--- src/rtl/proc_decode_pipe.sv ---
// proc_decode_pipe: decode stage for the 16-bit ISA.
// This stage holds the 8-entry register file, which has one write-back port.
// It decodes the destination and immediate fields.
// A per-register pending-write scoreboard stalls reads of results that are still in flight.
// Results are registered into the ID/EX pipeline register under a valid/ready handshake.
// Optional feature: define DECODE_BYPASS_EN to forward a same-cycle write-back
// to the operand reads and to waive the last-pending-write hazard.
module proc_decode_pipe #(
  parameter int DATA_W = 16,
  parameter int PEND_W = 2
) (
  input  logic              clk,
  input  logic              rst,
  input  logic              in_valid,
  output logic              in_ready,
  input  logic [15:0]       instr,
  input  logic [DATA_W-1:0] inc_pc,
  input  logic              reg_write,
  input  logic              reg_dst,
  input  logic              upper_dest,
  input  logic              pc_r7,
  input  logic              sign_ext,
  input  logic              uses_rs,
  input  logic              uses_rt,
  output logic              out_valid,
  input  logic              out_ready,
  input  logic              flush,
  output logic [DATA_W-1:0] out_rs_data,
  output logic [DATA_W-1:0] out_rt_data,
  output logic [DATA_W-1:0] out_imm5,
  output logic [DATA_W-1:0] out_imm8,
  output logic [2:0]        out_dest,
  output logic              out_reg_write,
  output logic [DATA_W-1:0] out_inc_pc,
  input  logic              wb_en,
  input  logic [2:0]        wb_sel,
  input  logic [DATA_W-1:0] wb_data,
  output logic              err
);

`ifdef DECODE_BYPASS_EN
  localparam bit BYPASS = 1'b1;
`else
  localparam bit BYPASS = 1'b0;
`endif

  localparam logic [PEND_W-1:0] PEND_ZERO = '0;
  localparam logic [PEND_W-1:0] PEND_ONE  = PEND_W'(1);
  localparam logic [PEND_W-1:0] PEND_MAX  = '1;
  localparam logic [PEND_W-1:0] PEND_NEAR = PEND_MAX - PEND_ONE;

  // ID/EX pipeline register
  logic              out_valid_reg;
  logic [DATA_W-1:0] out_rs_data_reg;
  logic [DATA_W-1:0] out_rt_data_reg;
  logic [DATA_W-1:0] out_imm5_reg;
  logic [DATA_W-1:0] out_imm8_reg;
  logic [2:0]        out_dest_reg;
  logic              out_reg_write_reg;
  logic [DATA_W-1:0] out_inc_pc_reg;
  logic              err_reg;

  // Current register file contents and pending counts, one element per register
  logic [DATA_W-1:0] rf_val   [8];
  logic [PEND_W-1:0] pend_val [8];

  logic [2:0]        rs_sel;
  logic [2:0]        rt_sel;
  logic [2:0]        dest_sel;
  logic [DATA_W-1:0] imm5_ext;
  logic [DATA_W-1:0] imm8_ext;
  logic              rs_wb_hit;
  logic              rt_wb_hit;
  logic [DATA_W-1:0] rs_data;
  logic [DATA_W-1:0] rt_data;
  logic              rs_haz;
  logic              rt_haz;
  logic              struct_stall;
  logic              accept_fire;
  logic              retire_fire;
  logic              retire_inc;
  logic              wb_underflow;
  logic              unused_bits;

  assign unused_bits = &{1'b0, instr[15:11]};

  assign rs_sel = instr[10:8];
  assign rt_sel = instr[7:5];

  // Destination field selection: r7 link, then the upper field, then the middle field, then the low field
  always_comb begin
    dest_sel = instr[4:2];
    if (pc_r7)
      dest_sel = 3'b111;
    else if (upper_dest)
      dest_sel = instr[10:8];
    else if (reg_dst)
      dest_sel = instr[7:5];
  end

  assign imm5_ext = sign_ext ? {{(DATA_W-5){instr[4]}}, instr[4:0]}
                             : {{(DATA_W-5){1'b0}}, instr[4:0]};
  assign imm8_ext = sign_ext ? {{(DATA_W-8){instr[7]}}, instr[7:0]}
                             : {{(DATA_W-8){1'b0}}, instr[7:0]};

  // Operand reads.
  // When forwarding is built in, a same-cycle write-back to the read register replaces the stored value.
  assign rs_wb_hit = wb_en && (wb_sel == rs_sel);
  assign rt_wb_hit = wb_en && (wb_sel == rt_sel);
  assign rs_data   = (BYPASS && rs_wb_hit) ? wb_data : rf_val[rs_sel];
  assign rt_data   = (BYPASS && rt_wb_hit) ? wb_data : rf_val[rt_sel];

  // RAW hazards.
  // A read is blocked by an outstanding counted write.
  // A read is also blocked by a writer that currently sits in ID/EX, which has not been counted yet.
  assign rs_haz = uses_rs &&
    (((pend_val[rs_sel] != PEND_ZERO) &&
      !(BYPASS && (pend_val[rs_sel] == PEND_ONE) && rs_wb_hit)) ||
     (out_valid_reg && out_reg_write_reg && (out_dest_reg == rs_sel)));
  assign rt_haz = uses_rt &&
    (((pend_val[rt_sel] != PEND_ZERO) &&
      !(BYPASS && (pend_val[rt_sel] == PEND_ONE) && rt_wb_hit)) ||
     (out_valid_reg && out_reg_write_reg && (out_dest_reg == rt_sel)));

  // A writer must not push its destination counter past saturation.
  // This includes the count that the ID/EX writer will add when it retires.
  assign struct_stall = reg_write &&
    ((pend_val[dest_sel] == PEND_MAX) ||
     (out_valid_reg && out_reg_write_reg && (out_dest_reg == dest_sel) &&
      (pend_val[dest_sel] == PEND_NEAR)));

  assign in_ready    = !rs_haz && !rt_haz && !struct_stall && (!out_valid_reg || out_ready);
  assign accept_fire = in_valid && in_ready;
  // A flushed instruction never retires, so it never reaches the scoreboard
  assign retire_fire = out_valid_reg && out_ready && !flush;
  assign retire_inc  = retire_fire && out_reg_write_reg;

  genvar gi;
  generate
    for (gi = 0; gi < 8; gi++) begin : g_reg
      logic [DATA_W-1:0] rf_reg;
      logic [PEND_W-1:0] pend_reg;
      logic              inc_hit;
      logic              dec_hit;

      assign inc_hit      = retire_inc && (out_dest_reg == 3'(gi));
      assign dec_hit      = wb_en && (wb_sel == 3'(gi));
      assign rf_val[gi]   = rf_reg;
      assign pend_val[gi] = pend_reg;

      // Register write on the write-back strobe
      always_ff @(posedge clk or negedge rst) begin
        if (!rst)
          rf_reg <= '0;
        else if (dec_hit)
          rf_reg <= wb_data;
      end

      // Pending-write counter.
      // Up on a retiring writer, down on write-back, unchanged when both happen, never below zero.
      always_ff @(posedge clk or negedge rst) begin
        if (!rst)
          pend_reg <= '0;
        else if (inc_hit && !dec_hit)
          pend_reg <= pend_reg + PEND_ONE;
        else if (dec_hit && !inc_hit && (pend_reg != PEND_ZERO))
          pend_reg <= pend_reg - PEND_ONE;
      end
    end
  endgenerate

  // Write-back to a register with nothing outstanding is an underflow
  assign wb_underflow = wb_en && (pend_val[wb_sel] == PEND_ZERO) &&
                        !(retire_inc && (out_dest_reg == wb_sel));

  // Sticky underflow flag, cleared only by reset
  always_ff @(posedge clk or negedge rst) begin
    if (!rst)
      err_reg <= 1'b0;
    else if (wb_underflow)
      err_reg <= 1'b1;
  end

  // ID/EX register.
  // Flush beats accept. Fields hold while the stage is not accepting, which keeps them stable under backpressure.
  always_ff @(posedge clk or negedge rst) begin
    if (!rst) begin
      out_valid_reg     <= 1'b0;
      out_rs_data_reg   <= '0;
      out_rt_data_reg   <= '0;
      out_imm5_reg      <= '0;
      out_imm8_reg      <= '0;
      out_dest_reg      <= '0;
      out_reg_write_reg <= 1'b0;
      out_inc_pc_reg    <= '0;
    end else begin
      if (flush)
        out_valid_reg <= 1'b0;
      else if (accept_fire)
        out_valid_reg <= 1'b1;
      else if (out_ready)
        out_valid_reg <= 1'b0;

      if (accept_fire && !flush) begin
        out_rs_data_reg   <= rs_data;
        out_rt_data_reg   <= rt_data;
        out_imm5_reg      <= imm5_ext;
        out_imm8_reg      <= imm8_ext;
        out_dest_reg      <= dest_sel;
        out_reg_write_reg <= reg_write;
        out_inc_pc_reg    <= inc_pc;
      end
    end
  end

  assign out_valid     = out_valid_reg;
  assign out_rs_data   = out_rs_data_reg;
  assign out_rt_data   = out_rt_data_reg;
  assign out_imm5      = out_imm5_reg;
  assign out_imm8      = out_imm8_reg;
  assign out_dest      = out_dest_reg;
  assign out_reg_write = out_reg_write_reg;
  assign out_inc_pc    = out_inc_pc_reg;
  assign err           = err_reg;

endmodule

--- config.mk ---
export PLATFORM = sky130hd
export DESIGN_NAME = proc_decode_pipe
export DESIGN_NICKNAME = d
export VERILOG_FILES = /design/src/rtl/proc_decode_pipe.sv
export SDC_FILE = /design/constraint.sdc
export NUM_CORES = 1
export LEC_CHECK = 0
export BUFFER_PORTS_ARGS = -buffer_cell sky130_fd_sc_hd__buf_4
export CORE_UTILIZATION = 50
export DETAILED_ROUTE_END_ITERATION = 6
export PLACE_DENSITY = 0.79
export SETUP_SLACK_MARGIN = 0.3
export SLEW_MARGIN = 10
export SYNTH_ARGS = -nofsm -noshare
export SYNTH_HDL_FRONTEND = slang
export SYNTH_SLANG_ARGS = --single-unit
--- constraint.sdc ---
create_clock -name clk -period 3.5 [get_ports clk]
set_input_delay 1.05 -clock clk [delete_from_list [all_inputs] [get_ports clk]]
set_output_delay 1.05 -clock clk [all_outputs]
set_load 0.05 [all_outputs]
==> results.yml <==
finish:
  fin_util: 0.624
  syn_to_final_growth_pct: 21.6
  layout.nets: 1012
  drive_above_1_share: 0.576
  diodes: 0
  largest_reg_flops: 128
sta:
  fmax_mhz: 260
  relSlewSlack: 0.532
  worst_slew_pin_slew_ns: 0.701
  post-route-min-period_ns: 3.85
  finalWorstSetupSlack_ns: -0.352
  hold_viol_final: 0
  rsz0062_at_grt: "yes"
  final.period_utilization: 1.10
  setup_viol: 1
  setup_tns_ns: -0.352
  finalMaxSlewViolations: 0
  fin_worst_skew_ns: 0.0147
route:
  firstDrtPassIters: 7
  drt_iter0_drc: 572
  vias: 7354
  via_per_inst: 5.92
  wl_per_cell_microns: 21.4
  drt-total-wl_mm: 26.6
  ant_nets: 0
  route.detailed.drc: 33
status:
  violations: "DRC, setup timing"
  status: "finished with violations"
clocking:
  clock_tree.root_cell: "clkbuf_16"
  cts_tree: "done"
  cts_buffers: 23
  cts_buffer_depth: 3
  htree_num_levels: 1
  clkSinkCount: 208
  insertion_delay_ns: 0.50
  path_clk_slew_ns: 0.07
hold_path:
  min_delay_path_depth: 1
  worstHoldPathType: "register to register"
  holdPathEnd: "err$_DFFE_PN0P_"
  min-delay-start: "err$_DFFE_PN0P_"
synth:
  yosysTopAreaCellShare: 0.462
  synthesis.area_sq_um: 11300
  syn_inst: 789
  synthFlopType: "dfrtp_1"
  yosysTopAreaCell: "dfrtp_1"
  ys_ff_latch: 208
  synth_cell_types: 49
  post_synth.cell_area_avg_sq_um: 14.3
  synthArstFlopShare: 1.00
  syn_nets: 853
  synth_seq_area_share: 0.462
  netlist_top_cells_area: "dfrtp_1 (46%), mux2_2 (16%), mux4_2 (14%)"
  synth_warnings: 0
  synth-edff-count: 0
global_route:
  grt_pass1_vias: 7665
  met3_usage: 0.0342
  grt-busiest-layer: "met2"
  grt_use_met2: 0.390
  grt-ovfl-total: 0
  grt_max_degree: 68
  antenna_found_initial: 0
  met1_usage: 0.332
  grt_pass1_wl_mm: 43.1
  grt_use_total: 0.238
worst_setup_path:
  regToRegEndpoint: "out_rs_data[5]$_DFFE_PN0P_"
  regToRegStartpoint: "out_dest[2]$_DFFE_PN0P_"
  required_ns: 2.45
  cp_max_fo: 5
  critPathLaunchType: "primary input"
  rrSetupSlack_ns: 0.68
  startpoint: "reg_dst"
  arrival_ns: 2.80
  r2r_cells: 10
  setup.worst_path.class: "primary input to output port"
  critPathCaptureType: "output port"
floorplanning:
  start_util: 0.513
  die_area_sq_um: 23100
  die_w_microns: 152
  die_h_microns: 152
  fp-row-count: 54
  io_pins: 151
  core_area_sq_um: 22000
placed_design:
  io_buffers: 145
  gp_congestion: 0.913
  hpwl_mm: 17.6
pwr:
  leakage_nw: 6.07
  power_density_nw_per_um2: 725
  max-vdd-ir-drop_mv: 0.493
flow_run:
  drv_cap: 0
-- power breakdown --
| part | internal [mW] | switching (mW) |
|---|---|---|
| clock | 1.65 | 0.952 |
| combinational | 1.69 | 2.08 |
| sequential | 3.04 | 0.505 |
| total | 6.39 | 3.54 |
-- worst max-delay path, cell delays in order --
cell and delay (ns):
buf_12 0.11, mux2_4 0.33, buf_12 0.14, a311oi_2 0.23, o211ai_1 0.15, o41ai_2 0.09, o211ai_1 0.20, a211oi_4 0.30
buf_6 0.19
-- metrics by stage --
stage	hold slack [ns]	cell area, sq um	instances	total power, mW	setup slack, ns
final	0.499	13700	1242	9.93	-0.352
after global routing	0.532	13700	1242	10.3	-0.393
after CTS	0.506	13700	1242	10.0	-0.318
after detailed placement	0.483	12800	1202	7.34	-0.424
after global placement	0.474	12800	1202	7.24	-0.399
after floorplan	0.491	11300	789	6.31	-0.128
-- cell usage after synthesis (3+ instances only) --
cell,count
nor4bb_1,3
buf_1,10
or3_1,3
buf_4,22
buf_12,6
mux2_4,57
buf_2,7
nand4_1,3
nor4_1,4
and3_1,6
nand2b_1,9
clkbuf_1,27
a211oi_1,7
o211ai_1,8
and2_1,4
mux2_2,163
nand2_1,20
dfrtp_1,208
nor2b_1,4
inv_1,11
mux2i_1,9
a21oi_1,17
xor2_1,9
nor3_1,4
nor2_1,36
nand3_1,10
a31oi_1,3
mux4_2,70
or2_2,5
a311oi_1,5
o21ai_0,14
-- cell type report --
type	count	area [sq um]
Clock buffer	28	634
Clock inverter	11	184
Fill cell	1619	8260
Inverter	11	41.3
Multi-Input combinational cell	497	5610
Sequential cell	208	5200
Tap cell	280	350
Timing Repair Buffer	207	1680
-- cell families (layout without fill, tap and decap cells) --
kind of cell,after synthesis,count (layout),synth area share
xor+xnor,9,9,0.00700
mux,300,300,0.388
simple gates,118,118,0.0539
compound gates,70,70,0.0439
buf+inv,84,257,0.0454
flops,208,208,0.462
-- worst max path at each step --
stage	slack, ns	depth (start not counted)	to
after floorplan	-0.13	6	in_ready
after global placement	-0.40	8	in_ready
after detailed placement	-0.42	8	in_ready
after CTS	-0.32	9	in_ready
after global routing	-0.39	9	in_ready
final	-0.35	9	in_ready
-- layer usage --
metal | wire (microns) | up-vias
li1 | - | 3276
met1 | 11400 | 3815
met2 | 13100 | 225
met3 | 1490 | 38
met4 | 531 | 0
met5 | 0 | -
-- cells in the final DEF, fill, tap and decap left out, drive strengths merged, types with 12 or more instances in the layout --
| master | count |
|---|---|
| a21oi | 17 |
| buf | 206 |
| clkbuf | 29 |
| dfrtp | 208 |
| inv | 12 |
| mux2 | 220 |
| mux4 | 70 |
| nand2 | 20 |
| nor2 | 36 |
| o21ai | 16 |
-- what timing repair did --
action                     CTS  global route
setup endpoints to repair    1             1
setup buffers                1             0
hold buffers                 0             0
pin swaps                    4             1
resized for setup            6             1
Note: power is estimated with default switching activity, not from simulation.
